===== config.mk =====
export PLATFORM = sky130hd
export DESIGN_NAME = usb_ctrl_seq
export DESIGN_NICKNAME = d
export VERILOG_FILES = /design/src/rtl/usb_ctrl_seq.sv
export SDC_FILE = /design/constraint.sdc
export NUM_CORES = 1
export LEC_CHECK = 0
export BUFFER_PORTS_ARGS = -buffer_cell sky130_fd_sc_hd__buf_4
export CAP_MARGIN = 25
export CORE_AREA = 2 2 73 75
export DETAILED_ROUTE_END_ITERATION = 10
export DIE_AREA = 0 0 75 77
export GPL_ROUTABILITY_DRIVEN = 0
export PLACE_DENSITY = 0.47
export SYNTH_ARGS = -nofsm -noshare
export SYNTH_HDL_FRONTEND = slang
export SYNTH_SLANG_ARGS = --single-unit

===== constraint.sdc =====
create_clock -name clk -period 2.3 [get_ports clk]
set_input_delay 0.115 -clock clk [delete_from_list [all_inputs] [get_ports clk]]
set_output_delay 0.115 -clock clk [all_outputs]
set_load 0.01 [all_outputs]

===== src/rtl/usb_ctrl_seq.sv =====
// Transfer sequencer for the USB SIE: EP0 control-stage FSM, per-endpoint
// DATA0/DATA1 toggles and STALL state, and data-PID / handshake decisions.
module usb_ctrl_seq #(
  parameter int unsigned NUM_ENDP  = 2,
  parameter logic [3:0]  DATA0_PID = 4'b0011,
  parameter logic [3:0]  DATA1_PID = 4'b1011
) (
  input  logic                clk,
  input  logic                reset,
  input  logic                tok_valid,
  input  logic [3:0]          tok_pid,
  input  logic [3:0]          tok_endp,
  input  logic                data_done,
  input  logic [3:0]          data_pid,
  input  logic                setup_dir,
  input  logic                setup_wlen0,
  input  logic                ack_rcvd,
  input  logic [NUM_ENDP-1:0] sw_stall_set,
  input  logic [NUM_ENDP-1:0] sw_toggle_clr,
  output logic [3:0]          cur_endp,
  output logic [3:0]          tx_pid,
  output logic [3:0]          exp_pid,
  output logic                stall,
  output logic                out_accept,
  output logic                out_dup,
  output logic [2:0]          stage,
  output logic                setup_evt,
  output logic                status_done
);

  localparam logic [3:0] PidOut   = 4'b0001;
  localparam logic [3:0] PidIn    = 4'b1001;
  localparam logic [3:0] PidSetup = 4'b1101;

  typedef enum logic [2:0] {
    StIdle    = 3'd0,
    StSetup   = 3'd1,
    StDin     = 3'd2,
    StDout    = 3'd3,
    StStatIn  = 3'd4,
    StStatOut = 3'd5
  } stage_e;

  stage_e              stage_q, stage_d;
  logic [3:0]          cur_endp_q, cur_endp_d;
  logic [3:0]          cur_pid_q, cur_pid_d;
  logic [NUM_ENDP-1:0] tog_in_q, tog_in_d;
  logic [NUM_ENDP-1:0] tog_out_q, tog_out_d;
  logic [NUM_ENDP-1:0] ep_stall_q, ep_stall_d;
  logic                proto_stall_q, proto_stall_d;
  logic                out_accept_q, out_accept_d;
  logic                out_dup_q, out_dup_d;
  logic                setup_evt_q, setup_evt_d;
  logic                status_done_q, status_done_d;

  logic [NUM_ENDP-1:0] cur_sel;
  logic                ep_ok, ep0, cur_tog_in, cur_tog_out, cur_ep_stall;
  logic                setup_tok;

  // One-hot select of the latched endpoint; all-zero when it is unimplemented.
  always_comb begin
    cur_sel = '0;
    for (int i = 0; i < NUM_ENDP; i++) begin
      cur_sel[i] = (cur_endp_q == 4'(i));
    end
  end

  assign ep_ok        = |cur_sel;
  assign ep0          = (cur_endp_q == 4'd0);
  assign cur_tog_in   = |(tog_in_q & cur_sel);
  assign cur_tog_out  = |(tog_out_q & cur_sel);
  assign cur_ep_stall = |(ep_stall_q & cur_sel);

  always_comb begin
    stall = cur_ep_stall | (ep0 & proto_stall_q) | ~ep_ok;
    if (ep0 && cur_pid_q == PidSetup) begin
      stall = 1'b0;
    end
  end

  assign tx_pid  = cur_tog_in ? DATA1_PID : DATA0_PID;
  assign exp_pid = (stage_q == StSetup) ? DATA0_PID : (cur_tog_out ? DATA1_PID : DATA0_PID);

  always_comb begin
    stage_d       = stage_q;
    cur_endp_d    = cur_endp_q;
    cur_pid_d     = cur_pid_q;
    tog_in_d      = tog_in_q;
    tog_out_d     = tog_out_q;
    ep_stall_d    = ep_stall_q;
    proto_stall_d = proto_stall_q;
    out_accept_d  = 1'b0;
    out_dup_d     = 1'b0;
    setup_evt_d   = 1'b0;
    status_done_d = 1'b0;
    setup_tok     = 1'b0;

    if (tok_valid) begin
      cur_endp_d = tok_endp;
      cur_pid_d  = tok_pid;
      if (tok_endp == 4'd0) begin
        if (tok_pid == PidSetup) begin
          setup_tok     = 1'b1;
          stage_d       = StSetup;
          tog_out_d[0]  = 1'b0;
          proto_stall_d = 1'b0;
        end else if (tok_pid == PidIn) begin
          case (stage_q)
            StDout: begin
              stage_d     = StStatIn;
              tog_in_d[0] = 1'b1;
            end
            StIdle, StStatOut: proto_stall_d = 1'b1;
            default: ;
          endcase
        end else if (tok_pid == PidOut) begin
          case (stage_q)
            StDin: begin
              stage_d      = StStatOut;
              tog_out_d[0] = 1'b1;
            end
            StIdle, StStatIn: proto_stall_d = 1'b1;
            default: ;
          endcase
        end
      end
    end

    if (data_done && !stall) begin
      if (ep0 && stage_q == StSetup) begin
        if (data_pid == DATA0_PID) begin
          out_accept_d = 1'b1;
          setup_evt_d  = 1'b1;
          tog_in_d[0]  = 1'b1;
          tog_out_d[0] = 1'b1;
          stage_d      = setup_wlen0 ? StStatIn : (setup_dir ? StDin : StDout);
        end else begin
          out_dup_d = 1'b1;
        end
      end else if (data_pid == exp_pid) begin
        out_accept_d = 1'b1;
        tog_out_d    = tog_out_d ^ cur_sel;
        if (ep0 && stage_q == StStatOut) begin
          stage_d       = StIdle;
          status_done_d = 1'b1;
        end
      end else begin
        out_dup_d = 1'b1;
      end
    end

    if (ack_rcvd && cur_pid_q == PidIn && !stall) begin
      tog_in_d = tog_in_d ^ cur_sel;
      if (ep0 && stage_q == StStatIn) begin
        stage_d       = StIdle;
        status_done_d = 1'b1;
      end
    end

    // Toggle clear is the CLEAR_FEATURE path: it lifts the stall and wins over flips.
    ep_stall_d = (ep_stall_d & ~sw_toggle_clr) | sw_stall_set;
    if (setup_tok) begin
      ep_stall_d[0] = 1'b0;
    end
    tog_in_d  = tog_in_d & ~sw_toggle_clr;
    tog_out_d = tog_out_d & ~sw_toggle_clr;
  end

  always_ff @(posedge clk or posedge reset) begin
    if (reset) begin
      stage_q       <= StIdle;
      cur_endp_q    <= 4'd0;
      cur_pid_q     <= 4'd0;
      tog_in_q      <= '0;
      tog_out_q     <= '0;
      ep_stall_q    <= '0;
      proto_stall_q <= 1'b0;
      out_accept_q  <= 1'b0;
      out_dup_q     <= 1'b0;
      setup_evt_q   <= 1'b0;
      status_done_q <= 1'b0;
    end else begin
      stage_q       <= stage_d;
      cur_endp_q    <= cur_endp_d;
      cur_pid_q     <= cur_pid_d;
      tog_in_q      <= tog_in_d;
      tog_out_q     <= tog_out_d;
      ep_stall_q    <= ep_stall_d;
      proto_stall_q <= proto_stall_d;
      out_accept_q  <= out_accept_d;
      out_dup_q     <= out_dup_d;
      setup_evt_q   <= setup_evt_d;
      status_done_q <= status_done_d;
    end
  end

  assign cur_endp    = cur_endp_q;
  assign stage       = stage_q;
  assign out_accept  = out_accept_q;
  assign out_dup     = out_dup_q;
  assign setup_evt   = setup_evt_q;
  assign status_done = status_done_q;

endmodule

==> impl_metrics.yaml, run 1 <==
power:
  switching_share_pct: 26.9
  p_clk_share_pct: 29.2
  powerDensity_nw_per_um2: 458
  power_frac_comb_pct: 20.1
  p_switching_mw: 0.222
  peakVddDrop_mv: 0.208
  power_mw: 0.826
  power_leakage_nw: 0.801
  pwr-share-seq_pct: 50.7
  p_int_mw: 0.604
synthesis:
  yosysSeqAreaShare_pct: 39.5
  synthArstFlopShare_pct: 100
  synth_top_cells_by_count: "dfrtp_1 (22), a21oi_1 (12), nor2_1 (11)"
  synth_ff_type: "dfrtp_1"
  yosysWarningCount: 0
  netlist_area_um2: 1390
  synth_top_area_share_pct: 39.5
  yosysMostFrequentCell: "dfrtp_1"
  synth_edf_count: 0
  syn_inst: 138
  synth_seq_cells: 22
  ys_types: 50
  ys_top_cells_by_area: "dfrtp_1 (40%), mux2_2 (6.5%), a21oi_1 (4.3%), buf_4 (4.3%), nor4_4 (3.1%)"
  synth_top_cell_by_area: "dfrtp_1"
  syn_avg_cell_area_um2: 10.1
worst_hold_path:
  min_path_type: "in2reg"
placement:
  place_hpwl_um: 2920
  port_buffers: 36
  dpl.cell_count: 244
  dpl-instance-area_um2: 1740
cells_and_area:
  final-instance-count-excl-fill: 248
  filler_cell_count: 519
  post-route-util_pct: 36.2
  nNetsFinal: 205
  drive_above_1_share_pct: 36.5
  syn2layout_area_growth_pct: 29.4
  diodes: 0
  seq_area_um2: 551
  final_area_um2: 1800
  multi_input_area_um2: 767
cts:
  clk_latency_ps: 260
  cts_root_buf: "clkbuf_8"
  cts_tree: "done"
  cts_buffers: 3
  cts_sinks: 22
  cts_max_level: 1
  path_clk_slew_ps: 80
  clock_path_buffers: 2
setup_path:
  cp.arrival_ps: 2140
  crit_path_max_incr_delay_ps: 500
  worstPathCellList: "buf_4, a2111oi_4, o2111ai_2, or4_4, nor2_1, nor3_1"
  critPathRequiredTime_ps: 2450
  critPathMaxFanout: 5
  setup.worst_path.end_class: "flip-flop"
  critical_path_buf_inv_count: 1
  cp_slowest_cell: "or4_4"
  crit_family: "simple AND/OR/NAND/NOR gates"
  critical_path_class: "reg2reg"
  worst_setup_path_start_kind: "flip-flop"
grt:
  grt_overflow: 0
  track_usage_pct: 13.2
  grt_max_degree: 23
  antenna_found_initial: 0
  grt_pass1_wl_um: 5880
  grt_pass1_vias: 1187
routing:
  drc_errors: 0
  drt_pre_antenna_iters: 6
  wirelength_um: 3640
  vias: 1224
  routedWlPerCell_um: 14.7
  drtIter0Drc: 83
  ant_nets: 0
  vias_per_cell: 4.94
run_status:
  status: "finished clean"
die:
  die_w_um: 75
  core_um2: 4980
  initial_core_util_pct: 28.0
  floorplan.die_area_um2: 5780
  die_h_um: 77
  ios: 43
  rows: 26
timing:
  tns_ps: 0
  tightest_slew_ps: 877
  finalSetupViolCount: 0
  rsz0062_at_grt: "false"
  fin_crit_ps: 1990
  fmax_ghz: 0.502
  relSlewSlack_pct: 41.4
  slew_violations: 0
  clock_skew_ps: 1.16
  hold_violations: 0
  fin_crit_sh_pct: 86.7
flow_run:
  maxCapViolations: 0
-- what timing repair did --
action / 4_1_cts / 5_1_grt
resized for setup: 0 / 1
buffers inserted: 0 / 0
hold buffers: 1 / 0
endpoints found under the hold margin: 1 / 0
setup endpoints to repair: 0 / 3
-- worst paths after layout --
check / cells past startpoint / slack [ps] / from / end
hold reg to reg: 1 / 530 / cur_pid_q[0] / cur_pid_q[0]
max in group asynchronous: 2 / 1720 / reset / tog_in_q[0]
hold / removal: 2 / 20 / sw_toggle_clr[0] / tog_out_q[0]
setup reg to reg: 6 / 310 / cur_endp[1] / stage[0]
setup / recovery: 6 / 310 / cur_endp[1] / stage[0]
min in group asynchronous: 2 / 40 / reset / cur_pid_q[3]
-- layer usage --
| metal | part of all wire [%] | GRT usage (%) | up-vias |
|---|---|---|---|
| li1 | - | - | 579 |
| met1 | 45 | 18.7 | 598 |
| met2 | 48 | 20.2 | 45 |
| met3 | 6.0 | 2.37 | 2 |
| met4 | 0.52 | 3.75 | 0 |
| met5 | 0 | 0 | - |
-- final cells by class --
type / instances / area share, %
Clock buffer: 3 / 2.29
Inverter: 6 / 1.25
Multi-Input combinational cell: 103 / 42.6
Sequential cell: 22 / 30.6
Tap cell: 70 / 4.86
Timing Repair Buffer: 44 / 18.5
-- cells in the final DEF, fill, tap and decap left out, types with 2 or more instances in the layout --
cell type and instances:
buf_4 43, dfrtp_1 22, a21oi_1 12, nor2_1 11, nand2_1 9, mux2_2 8
inv_1 6, conb_1 6, o21bai_1 3, nor3_1 3, nand3_1 3, o21ai_0 3
clkbuf_8 3, nor4_4 2, or4_4 2, or3_1 2, nor4b_2 2, nor3b_1 2
nand4_1 2, a2bb2oi_1 2, a211oi_1 2, a21o_1 2, ha_1 2
-- state kept, by name (all words and copies together), names as in the netlist --
signal	flops
tog_out_q	2
stage	3
tog_in_q	2
cur_endp	4
out_accept	1
setup_evt	1
status_done	1
cur_pid_q	4
proto_stall_q	1
ep_stall_q	2
out_dup	1
-- per-stage QoR --
step	worst slack [ps]	hold WS, ps
CTS	161	4.00
floorplan	242	104
global placement	216	275
global route	98.2	0.300
detailed placement	179	285
finish	307	16.0
-- logic make-up (layout without fill, tap and decap cells) --
family	after synthesis	in the layout	share of synthesized area [%]
flops	22	22	39.5
mux	9	9	7.19
fa+ha+maj	2	2	1.80
compound gates	37	37	20.5
buf+inv	17	53	6.92
xor+xnor	1	1	0.629
simple gates	48	48	22.9
other cells	2	6	0.539
-- power groups by stage --
stage                     Clock (mW)  Combinational (mW)  Sequential, mW
after global routing           0.274               0.182           0.422
after global placement             0               0.163           0.425
after detailed placement           0               0.165           0.426
after floorplan                    0              0.0769           0.440
final                          0.241               0.166           0.419
after CTS                      0.258               0.168           0.419
(Power assumes the default switching activity.)
==> run 2: changes to the inputs <==
Settings changed: CORE_AREA 2 2 73 75 to 2 2 56 58, DIE_AREA 0 0 75 77 to 0 0 58 60, PLACE_DENSITY 0.47 to 0.74.
Clock period 2.3 ns to 2.2 ns, I/O delays scaled along.
==> run 2 against run 1 <==
  * Final area fell by 0.83%
  * Highest routed layer unchanged
  * Non-clock buffer count grew 5
  * Via count barely moved
  * Worst hold slack better by 1.4 ps
  * Sequential power up 4.8%
==> impl_metrics.yaml, run 2 (synthesis results as in run 1) <==
run_status:
  status: "finished clean"
setup_path:
  worstPathCellList: "nor4b_2, ha_1, nor2_1, nand3b_1, and2_1, o31a_1, a211oi_1"
  critical_path_buf_inv_count: 0
  critPathMaxFanout: 3
  worstReg2RegStart: "cur_endp[3]"
  worst_setup_path_start_kind: "flip-flop"
  r2r-end: "tog_out_q[0]"
  crit_path_max_incr_delay_ps: 410
  reg2reg_slack_ps: 160
  critPathRequiredTime_ps: 2450
  setup.worst_path.end_class: "flip-flop"
  crit_family: "simple AND/OR/NAND/NOR gates"
  r2r_cells: 7
  cp.arrival_ps: 2280
  cp_slowest_cell: "dfrtp_1"
  critical_path_depth: 7
  critical_path_class: "reg2reg"
grt:
  track_usage_pct: 20.9
  grt_max_degree: 23
  grt_pass1_wl_um: 5490
  grt_overflow: 0
  antenna_found_initial: 0
  grt_pass1_vias: 1243
power:
  p_int_mw: 0.580
  power_frac_comb_pct: 21.9
  switching_share_pct: 28.8
  power_mw: 0.814
  p_switching_mw: 0.234
  p_clk_share_pct: 24.1
  pwr-share-seq_pct: 54.0
  peakVddDrop_mv: 0.265
  power_leakage_nw: 0.814
  powerDensity_nw_per_um2: 455
routing:
  routedWlPerCell_um: 15.5
  wirelength_um: 3350
  vias_per_cell: 5.66
  vias: 1223
  drtIter0Drc: 26
  drc_errors: 0
  drt_pre_antenna_iters: 4
  ant_nets: 0
timing:
  fmax_ghz: 0.491
  fin_crit_ps: 2040
  hold_violations: 0
  fin_crit_sh_pct: 92.5
  clock_skew_ps: 2.80
  relSlewSlack_pct: 43.0
  tightest_slew_ps: 853
  finalSetupViolCount: 0
  slew_violations: 0
cts:
  cts_root_buf: "clkbuf_4"
  cts_max_level: 1
  clk_latency_ps: 320
  path_clk_slew_ps: 120
  postCtsSetupBuffers: 0
  cts_sinks: 22
  cts_buffers: 3
  clock_path_buffers: 2
  cts_tree: "done"
die:
  initial_core_util_pct: 48.0
  ios: 43
  floorplan.die_area_um2: 3480
  die_h_um: 60
  core_um2: 2900
  die_w_um: 58
  rows: 20
placement:
  port_buffers: 36
  place_hpwl_um: 2540
  dpl-instance-area_um2: 1700
cells_and_area:
  nNetsFinal: 210
  diodes: 0
  filler_cell_count: 236
  drive_above_1_share_pct: 35.5
  syn2layout_area_growth_pct: 28.3
  layout_commonest_cell: "buf_4"
  layout_common_cells: "buf_4 (43), dfrtp_1 (22), a21oi_1 (12)"
  final_area_um2: 1790
worst_hold_path:
  min-delay-start: "data_pid[3]"
  min_path_type: "in2reg"
  hold_path_end: "setup_evt"
  hold_path_depth: 2
flow_run:
  maxCapViolations: 0
run 2: worst reg2reg max path: cells and delay by family, from the launching register on:
| kind | cells | cell delay [ps] |
|---|---|---|
| AND/OR/NAND/NOR | 4 | 800 |
| flip-flops | 1 | 410 |
| AO/OA/AOI/OAI | 2 | 480 |
| adder cells (fa/ha/maj) | 1 | 260 |
run 2: power by group through the flow:
stage	clock network [mW]	registers (mW)	logic, mW
finish	0.196	0.439	0.179
global route	0.213	0.442	0.195
CTS	0.198	0.438	0.178
detailed placement	0	0.446	0.169
global placement	0	0.444	0.165
floorplan	0	0.460	0.0804
run 2: per-stage QoR:
stage	setup TNS, ps	instances	hold WS [ps]	setup slack, ps	utilization (%)
floorplan	0	142	99.2	142	-
global placement	0	207	275	149	58.5
detailed placement	0	207	280	63.1	58.5
CTS	0	216	9.28	32.1	61.3
global route	-0.272	216	12.1	-0.272	61.6
finish	0	216	17.4	164	61.6
run 2: what timing repair did:
item                                   in CTS  in global routing
hold buffers                                6                  0
endpoints found under the hold margin      27                  0
resized for setup                           0                  1
setup endpoints to repair                   0                  4
run 2: final cells by class:
cell class	instances	area, um2	area share, %
Sequential cell	22	551	30.8
Timing Repair Buffer	49	383	21.4
Clock buffer	3	22.5	1.26
Multi-Input combinational cell	103	767	42.9
Inverter	6	22.5	1.26
Tap cell	33	41.3	2.31
run 2: worst max-delay path by stage:
stage                            from            to
after detailed placement  cur_endp[3]  tog_out_q[0]
after CTS                 cur_endp[3]  tog_out_q[0]
after global placement    cur_endp[3]  tog_out_q[0]
final                     cur_endp[3]  tog_out_q[0]
after floorplan           cur_endp[3]  tog_out_q[0]
after global routing      cur_endp[3]  tog_out_q[0]
run 2: metal layers:
metal / part of all wire (%) / routed length [um] / track usage [%]
met1: 43 / 1440 / 24.4
met3: 3.7 / 123 / 3.25
met5: 0 / 0 / 0
met4: 2.3 / 78 / 10.3
met2: 51 / 1700 / 37.2
